==> config.mk <==
export PLATFORM = sky130hd
export DESIGN_NAME = adc_power_lut
export DESIGN_NICKNAME = d
export VERILOG_FILES = /design/src/rtl/adc_lut_pkg.sv /design/src/rtl/adc_seg_interp.sv /design/src/rtl/adc_power_lut.sv
export SDC_FILE = /design/constraint.sdc
export NUM_CORES = 1
export LEC_CHECK = 0
export ABC_CLOCK_PERIOD_IN_PS = 9100
export CORE_UTILIZATION = 56
export DETAILED_ROUTE_END_ITERATION = 10
export PLACE_DENSITY = 0.88
export SLEW_MARGIN = 20
export SYNTH_ARGS = -nofsm -noshare
export SYNTH_HDL_FRONTEND = slang
export SYNTH_HIERARCHICAL = 1
export SYNTH_SLANG_ARGS = --single-unit
==> constraint.sdc <==
create_clock -name clk -period 9.1 [get_ports clk]
set_clock_uncertainty 0.05 [all_clocks]
set_input_delay 1.82 -clock clk [delete_from_list [all_inputs] [get_ports clk]]
set_output_delay 1.82 -clock clk [all_outputs]
set_load 0.02 [all_outputs]
==> src/rtl/adc_lut_pkg.sv <==
// Shared definitions for the ADC power lookup block.
// Holds the controller state encoding, the default datapath widths and
// the full-scale power constant for the default output width.
package adc_lut_pkg;

  localparam int unsigned DEF_N_PTS = 5;
  localparam int unsigned DEF_DW    = 10;
  localparam int unsigned DEF_PW    = 10;
  localparam int unsigned DEF_SW    = 12;
  localparam int unsigned DEF_SFRAC = 8;

  // Largest representable power code at the default output width.
  localparam int unsigned MAX_PWR = (1 << DEF_PW) - 1;

  typedef enum logic [1:0] {
    StIdle,
    StSearch,
    StCalc,
    StOut
  } state_e;

endpackage

==> src/rtl/adc_seg_interp.sv <==
// Single-segment linear interpolation datapath.
// Computes pwr_base + ((slope * (sample - volt)) >>> SFRAC) and clamps the
// result into the unsigned PW-bit output range.
//   sample   : ADC sample (assumed >= volt)
//   volt     : segment start voltage
//   pwr_base : power at the segment start
//   slope    : signed slope, SFRAC fractional bits
//   pwr      : clamped interpolated power
//   sat      : high when the clamp was applied
module adc_seg_interp #(
  parameter int unsigned DW    = 10,
  parameter int unsigned PW    = 10,
  parameter int unsigned SW    = 12,
  parameter int unsigned SFRAC = 8
) (
  input  logic [DW-1:0]        sample,
  input  logic [DW-1:0]        volt,
  input  logic [PW-1:0]        pwr_base,
  input  logic signed [SW-1:0] slope,
  output logic [PW-1:0]        pwr,
  output logic                 sat
);

  localparam int unsigned ProdW = SW + DW + 1;
  localparam int unsigned SumW  = ProdW + 1;

  localparam logic signed [SumW-1:0] MaxS = {{(SumW-PW){1'b0}}, {PW{1'b1}}};

  logic [DW-1:0]            delta;
  logic signed [ProdW-1:0]  prod;
  logic signed [ProdW-1:0]  term;
  logic signed [SumW-1:0]   sum;

  always_comb begin
    delta = sample - volt;
    // Delta is unsigned: zero-extend it, sign-extend the slope.
    prod  = $signed({{(DW+1){slope[SW-1]}}, slope}) * $signed({{SW{1'b0}}, 1'b0, delta});
    term  = prod >>> SFRAC;
    sum   = $signed({term[ProdW-1], term}) + $signed({{(SumW-PW){1'b0}}, pwr_base});
    pwr   = sum[PW-1:0];
    sat   = 1'b0;
    if (sum < 0) begin
      pwr = '0;
      sat = 1'b1;
    end else if (sum > MaxS) begin
      pwr = '1;
      sat = 1'b1;
    end
  end

endmodule

==> src/rtl/adc_power_lut.sv <==
// Piecewise-linear ADC sample to power converter.
// Accepts one sample at a time, walks the breakpoint table to find its
// segment, interpolates, and holds the result on a valid/ready output.
//   clk, rst     : clock, synchronous active-high reset
//   s_*          : sample input stream (data + channel tag)
//   cfg_*        : breakpoint table write port, honoured only when idle
//   m_*          : result stream (power, channel, segment, flags)
//   busy         : controller not idle
module adc_power_lut
  import adc_lut_pkg::*;
#(
  parameter int unsigned N_PTS = DEF_N_PTS,
  parameter int unsigned DW    = DEF_DW,
  parameter int unsigned PW    = DEF_PW,
  parameter int unsigned SW    = DEF_SW,
  parameter int unsigned SFRAC = DEF_SFRAC
) (
  input  logic                 clk,
  input  logic                 rst,
  input  logic                 s_valid,
  output logic                 s_ready,
  input  logic [DW-1:0]        s_data,
  input  logic [2:0]           s_chan,
  input  logic                 cfg_we,
  input  logic [2:0]           cfg_addr,
  input  logic [DW-1:0]        cfg_volt,
  input  logic [PW-1:0]        cfg_pwr,
  input  logic signed [SW-1:0] cfg_slope,
  output logic                 m_valid,
  input  logic                 m_ready,
  output logic [PW-1:0]        m_pwr,
  output logic [2:0]           m_chan,
  output logic [2:0]           m_seg,
  output logic                 m_under,
  output logic                 m_over,
  output logic                 m_sat,
  output logic                 busy
);

  // Storage is always 8 deep so any 3-bit index is in range; entries at or
  // above N_PTS are never written and stay zero.
  localparam int unsigned    TblDepth = 8;
  localparam logic [2:0]     LastIdx  = 3'(N_PTS - 1);

  state_e state_q, state_d;

  logic [DW-1:0]        volt_q  [TblDepth];
  logic [DW-1:0]        volt_d  [TblDepth];
  logic [PW-1:0]        pwr_q   [TblDepth];
  logic [PW-1:0]        pwr_d   [TblDepth];
  logic signed [SW-1:0] slope_q [TblDepth];
  logic signed [SW-1:0] slope_d [TblDepth];

  logic [DW-1:0] sample_q, sample_d;
  logic [2:0]    chan_q, chan_d;
  logic [2:0]    k_q, k_d, k_nxt;
  logic          under_q, under_d;

  logic          m_valid_q, m_valid_d;
  logic [PW-1:0] m_pwr_q, m_pwr_d;
  logic [2:0]    m_chan_q, m_chan_d;
  logic [2:0]    m_seg_q, m_seg_d;
  logic          m_under_q, m_under_d;
  logic          m_over_q, m_over_d;
  logic          m_sat_q, m_sat_d;

  logic [PW-1:0] interp_pwr;
  logic          interp_sat;

  adc_seg_interp #(
    .DW    (DW),
    .PW    (PW),
    .SW    (SW),
    .SFRAC (SFRAC)
  ) u_interp (
    .sample   (sample_q),
    .volt     (volt_q[k_q]),
    .pwr_base (pwr_q[k_q]),
    .slope    (slope_q[k_q]),
    .pwr      (interp_pwr),
    .sat      (interp_sat)
  );

  assign s_ready = (state_q == StIdle);
  assign busy    = (state_q != StIdle);
  assign m_valid = m_valid_q;
  assign m_pwr   = m_pwr_q;
  assign m_chan  = m_chan_q;
  assign m_seg   = m_seg_q;
  assign m_under = m_under_q;
  assign m_over  = m_over_q;
  assign m_sat   = m_sat_q;

  always_comb begin
    state_d   = state_q;
    volt_d    = volt_q;
    pwr_d     = pwr_q;
    slope_d   = slope_q;
    sample_d  = sample_q;
    chan_d    = chan_q;
    k_d       = k_q;
    k_nxt     = k_q + 3'd1;
    under_d   = under_q;
    m_valid_d = m_valid_q;
    m_pwr_d   = m_pwr_q;
    m_chan_d  = m_chan_q;
    m_seg_d   = m_seg_q;
    m_under_d = m_under_q;
    m_over_d  = m_over_q;
    m_sat_d   = m_sat_q;

    unique case (state_q)
      StIdle: begin
        // Table write lands on the same edge as the capture, so the
        // captured sample already searches the updated entry.
        if (cfg_we && (cfg_addr <= LastIdx)) begin
          volt_d[cfg_addr]  = cfg_volt;
          pwr_d[cfg_addr]   = cfg_pwr;
          slope_d[cfg_addr] = cfg_slope;
        end
        if (s_valid) begin
          sample_d = s_data;
          chan_d   = s_chan;
          k_d      = 3'd0;
          under_d  = 1'b0;
          state_d  = StSearch;
        end
      end

      StSearch: begin
        if ((k_q == 3'd0) && (sample_q < volt_q[0])) begin
          under_d = 1'b1;
          state_d = StCalc;
        end else if ((k_q == LastIdx) || (volt_q[k_nxt] > sample_q)) begin
          state_d = StCalc;
        end else begin
          k_d = k_nxt;
        end
      end

      StCalc: begin
        m_valid_d = 1'b1;
        m_chan_d  = chan_q;
        m_seg_d   = under_q ? 3'd0 : k_q;
        m_under_d = under_q;
        m_over_d  = 1'b0;
        m_sat_d   = 1'b0;
        if (under_q) begin
          m_pwr_d = pwr_q[0];
        end else if ((k_q == LastIdx) && (sample_q > volt_q[k_q])) begin
          m_pwr_d  = pwr_q[k_q];
          m_over_d = 1'b1;
        end else begin
          m_pwr_d = interp_pwr;
          m_sat_d = interp_sat;
        end
        state_d = StOut;
      end

      StOut: begin
        if (m_ready) begin
          m_valid_d = 1'b0;
          state_d   = StIdle;
        end
      end

      default: state_d = StIdle;
    endcase
  end

  always_ff @(posedge clk) begin
    if (rst) begin
      state_q   <= StIdle;
      sample_q  <= '0;
      chan_q    <= '0;
      k_q       <= '0;
      under_q   <= 1'b0;
      m_valid_q <= 1'b0;
      m_pwr_q   <= '0;
      m_chan_q  <= '0;
      m_seg_q   <= '0;
      m_under_q <= 1'b0;
      m_over_q  <= 1'b0;
      m_sat_q   <= 1'b0;
      for (int i = 0; i < int'(TblDepth); i++) begin
        volt_q[i]  <= '0;
        pwr_q[i]   <= '0;
        slope_q[i] <= '0;
      end
    end else begin
      state_q   <= state_d;
      sample_q  <= sample_d;
      chan_q    <= chan_d;
      k_q       <= k_d;
      under_q   <= under_d;
      m_valid_q <= m_valid_d;
      m_pwr_q   <= m_pwr_d;
      m_chan_q  <= m_chan_d;
      m_seg_q   <= m_seg_d;
      m_under_q <= m_under_d;
      m_over_q  <= m_over_d;
      m_sat_q   <= m_sat_d;
      volt_q    <= volt_d;
      pwr_q     <= pwr_d;
      slope_q   <= slope_d;
    end
  end

endmodule

==> results.json <==
{
  "cts.sinks": 295,
  "syn_inst": 2081,
  "hpwl_mm": 33.9,
  "status": "finished, violations left",
  "syn_area_per_cell_sq_um": 9.11,
  "yosysUniqueCellTypes": 68,
  "synth_seq_area_share_pct": 31.2,
  "crit_required_ns": 9.48,
  "cts_buffers": 34,
  "synth-edff-count": 0,
  "drive_above_1_share_pct": 18.7,
  "r2r_start": "k_q[0]",
  "dp_slack_ns": -0.360,
  "critPathLaunchType": "flip-flop",
  "period_share_pct": 102,
  "use_met3_pct": 7.12,
  "grt_use_total_pct": 32.3,
  "drc_errors": 0,
  "cap_violations": 0,
  "placed_cell_area_sq_um": 20300,
  "cpMaxStageDelayCell": "fa_1",
  "rsz0062_at_grt": "true",
  "ff2ff_setup_slack_ns": -0.15,
  "routed_via_density": 6.28,
  "worstMarginPinSlew_ns": 1.11,
  "yosys_warnings": 6,
  "rr_endpoint": "m_pwr[3]",
  "crit_fanout": 6,
  "total_power_mw": 4.39,
  "grt_busiest_layer": "met2",
  "area_growth_pct": 18.1,
  "critPathCaptureType": "flip-flop",
  "slew_headroom_pct": 25.7,
  "setup_viol": 11,
  "cp_num_buf_inv": 8,
  "synth_area_sq_um": 19000,
  "routedWlPerCell_um": 21.9,
  "cts_tree": "built",
  "critPathKind": "flip-flop to flip-flop",
  "ir_worst_vdd_mv": 0.193,
  "ios": 75,
  "grt_remaining_overflow": 0,
  "violations": "setup timing",
  "die-area_sq_um": 34600,
  "final_nets": 2449,
  "die_h_um": 186,
  "ant_nets": 0,
  "vias": 16600,
  "cts.htree.levels": 2,
  "path_clk_slew_ns": 0.06,
  "drt_iter0_drc": 1953,
  "synth_flop_cell": "dfxtp_1",
  "grt_pass1_vias": 16700,
  "worst_ep_arrival_time_ns": 9.63,
  "synth_nets": 2353,
  "fmax_mhz": 108,
  "min_to": "slope_q[63]",
  "drt-pass1-iter-count": 6,
  "n_antenna_cell": 0,
  "async_reset_ff_share_pct": 0,
  "port_buffers": 74,
  "worstHoldStart": "slope_q[63]",
  "slowest_delay_ns": 0.56,
  "maxSlewViolCount": 0,
  "ctsLongestPathBuffers": 3,
  "ys_seq_elements": 295,
  "die_w_um": 186,
  "clk_latency_ns": 0.54,
  "hold_violations": 0,
  "finalWeightedCongestion": 0.952,
  "antenna_found_initial": 0,
  "cpLargestDelayFamily": "adder cells",
  "ff2ff_path_depth": 41,
  "min_path_type": "flip-flop to flip-flop",
  "wirelength_mm": 57.9,
  "power-per-cell-area_nw_per_um2": 196,
  "grt_util_met1_pct": 39.3,
  "finalWorstSetupSlack_ns": -0.154,
  "rows": 67,
  "leakagePower_nw": 9.00,
  "hold-path-cell-count": 2,
  "final_cell_area_sq_um": 22400,
  "ctsHoldBuffers": 0,
  "fillerInstances": 2235,
  "gr-usage-met2_pct": 53.5,
  "initial_core_util_pct": 56.7,
  "ctsRootBufferMaster": "clkbuf_16",
  "grt_pass1_wl_mm": 86.4,
  "grt_max_degree": 113,
  "core_area_sq_um": 33400,
  "layout_min_cycle_time_ns": 9.25
}
-- cell type report --
type	instances	area, sq um	share of cell area, %
clock inverter	19	229	1.02
timing repair buffer	186	1720	7.68
multi-input combinational	1462	12300	55.0
clock buffer	40	903	4.04
inverter	198	743	3.32
sequential	295	5910	26.4
tap	448	561	2.50
-- layer usage --
metal  share of wire, %  vias up
li1                   -     7095
met1                 36     8091
met2                 48     1160
met3                 11      288
met4                5.2        0
met5                  0        -
-- power breakdown --
part	switching, mW	total (mW)	internal [mW]	leakage (nW)
logic	0.910	1.58	0.673	6.06
clock network	0.597	1.41	0.810	0.559
registers	0.0590	1.40	1.35	2.38
-- worst max path at each step --
stage	from	to	slack [ns]	depth (start not counted)
6_report	k_q[0]	m_pwr[3]	-0.15	41
3_3_place_gp	k_q[0]	m_pwr[5]	0.03	37
4_1_cts	k_q[0]	m_pwr[6]	-0.06	41
5_1_grt	k_q[0]	m_pwr[0]	-0.49	42
3_5_place_dp	k_q[0]	m_pwr[9]	-0.36	39
2_1_floorplan	k_q[0]	m_pwr[1]	0.005	40
-- kinds of logic (layout without fill, tap and decap cells) --
group / Yosys count / in the layout / synth area share, %
mux: 136 / 136 / 13.0
flops: 295 / 295 / 31.2
compound gates: 343 / 343 / 10.6
xor+xnor: 34 / 34 / 1.57
fa+ha+maj: 219 / 219 / 19.0
simple gates: 730 / 730 / 17.6
buf+inv: 324 / 443 / 7.08
-- cells in the final DEF (no fill, tap or decap), types with 73 or more instances in the layout --
cell type        count
buf_4               95
nand2_1            445
fa_1               110
nor2b_1            125
a21oi_1            200
inv_1              192
dfxtp_1            292
ha_1                91
mux4_2              84
clkdlybuf4s50_1     73
-- stage by stage --
stage | TNS, ns | utilization (%) | std cells | hold WS, ns
after global routing | -4.67 | 66.9 | 2648 | 0.417
final | -1.35 | 66.9 | 2648 | 0.403
after global placement | 0 | 60.6 | 2538 | 0.388
after detailed placement | -3.63 | 60.6 | 2538 | 0.396
after CTS | -0.382 | 65.3 | 2626 | 0.405
after floorplan | 0 | - | 2081 | 0.382
-- flip-flops by register name, summed over array words and instances (netlist names) --
name,cells
slope_q,96
pwr_q,80
volt_q,80
m_pwr,10
sample_q,10
chan_q,3
k_q,3
m_chan,3
m_seg,3
state_q,2
m_over,1
m_sat,1
m_under,1
m_valid,1
under_q,1
-- Yosys cell counts (4+ instances only) --
master	number	share of area, %
a211oi_1	8	0.32
a21o_1	7	0.28
a21oi_1	221	5.8
a21oi_2	5	0.23
a22oi_1	14	0.55
a31oi_1	11	0.36
and2_1	32	1.1
and3_1	4	0.13
buf_1	5	0.099
buf_2	25	0.66
buf_4	5	0.20
buf_6	10	0.59
clkbuf_1	81	1.6
dfxtp_1	295	31
fa_1	114	12
ha_1	105	6.9
inv_1	198	3.9
mux2_2	32	1.9
mux2i_1	17	0.90
mux4_2	84	10
nand2_1	450	8.9
nand2b_1	17	0.56
nand3_1	20	0.53
nand4_1	9	0.30
nor2_1	46	0.91
nor2b_1	127	4.2
nor3_1	4	0.11
o211ai_1	12	0.48
o21a_1	4	0.16
o21ai_0	26	0.69
or3_1	4	0.13
or4_1	4	0.16
xnor2_1	19	0.88
xor2_1	15	0.69
-- worst register-to-register path: cells and delay by family, from the launching register on --
family	cells	cell delay [ns]
simple gates	7	1.37
buf+inv	8	0.82
flops	1	0.41
xor+xnor	2	0.27
mux	2	0.71
compound gates	14	2.17
fa+ha+maj	8	3.36
-- repair_timing --
action | CTS | global route
pin swaps | 15 | 56
cloned | 2 | 2
gates resized for setup | 39 | 89
setup buffers | 27 | 24
setup endpoints to repair | 11 | 11
(Power assumes the default switching activity.)
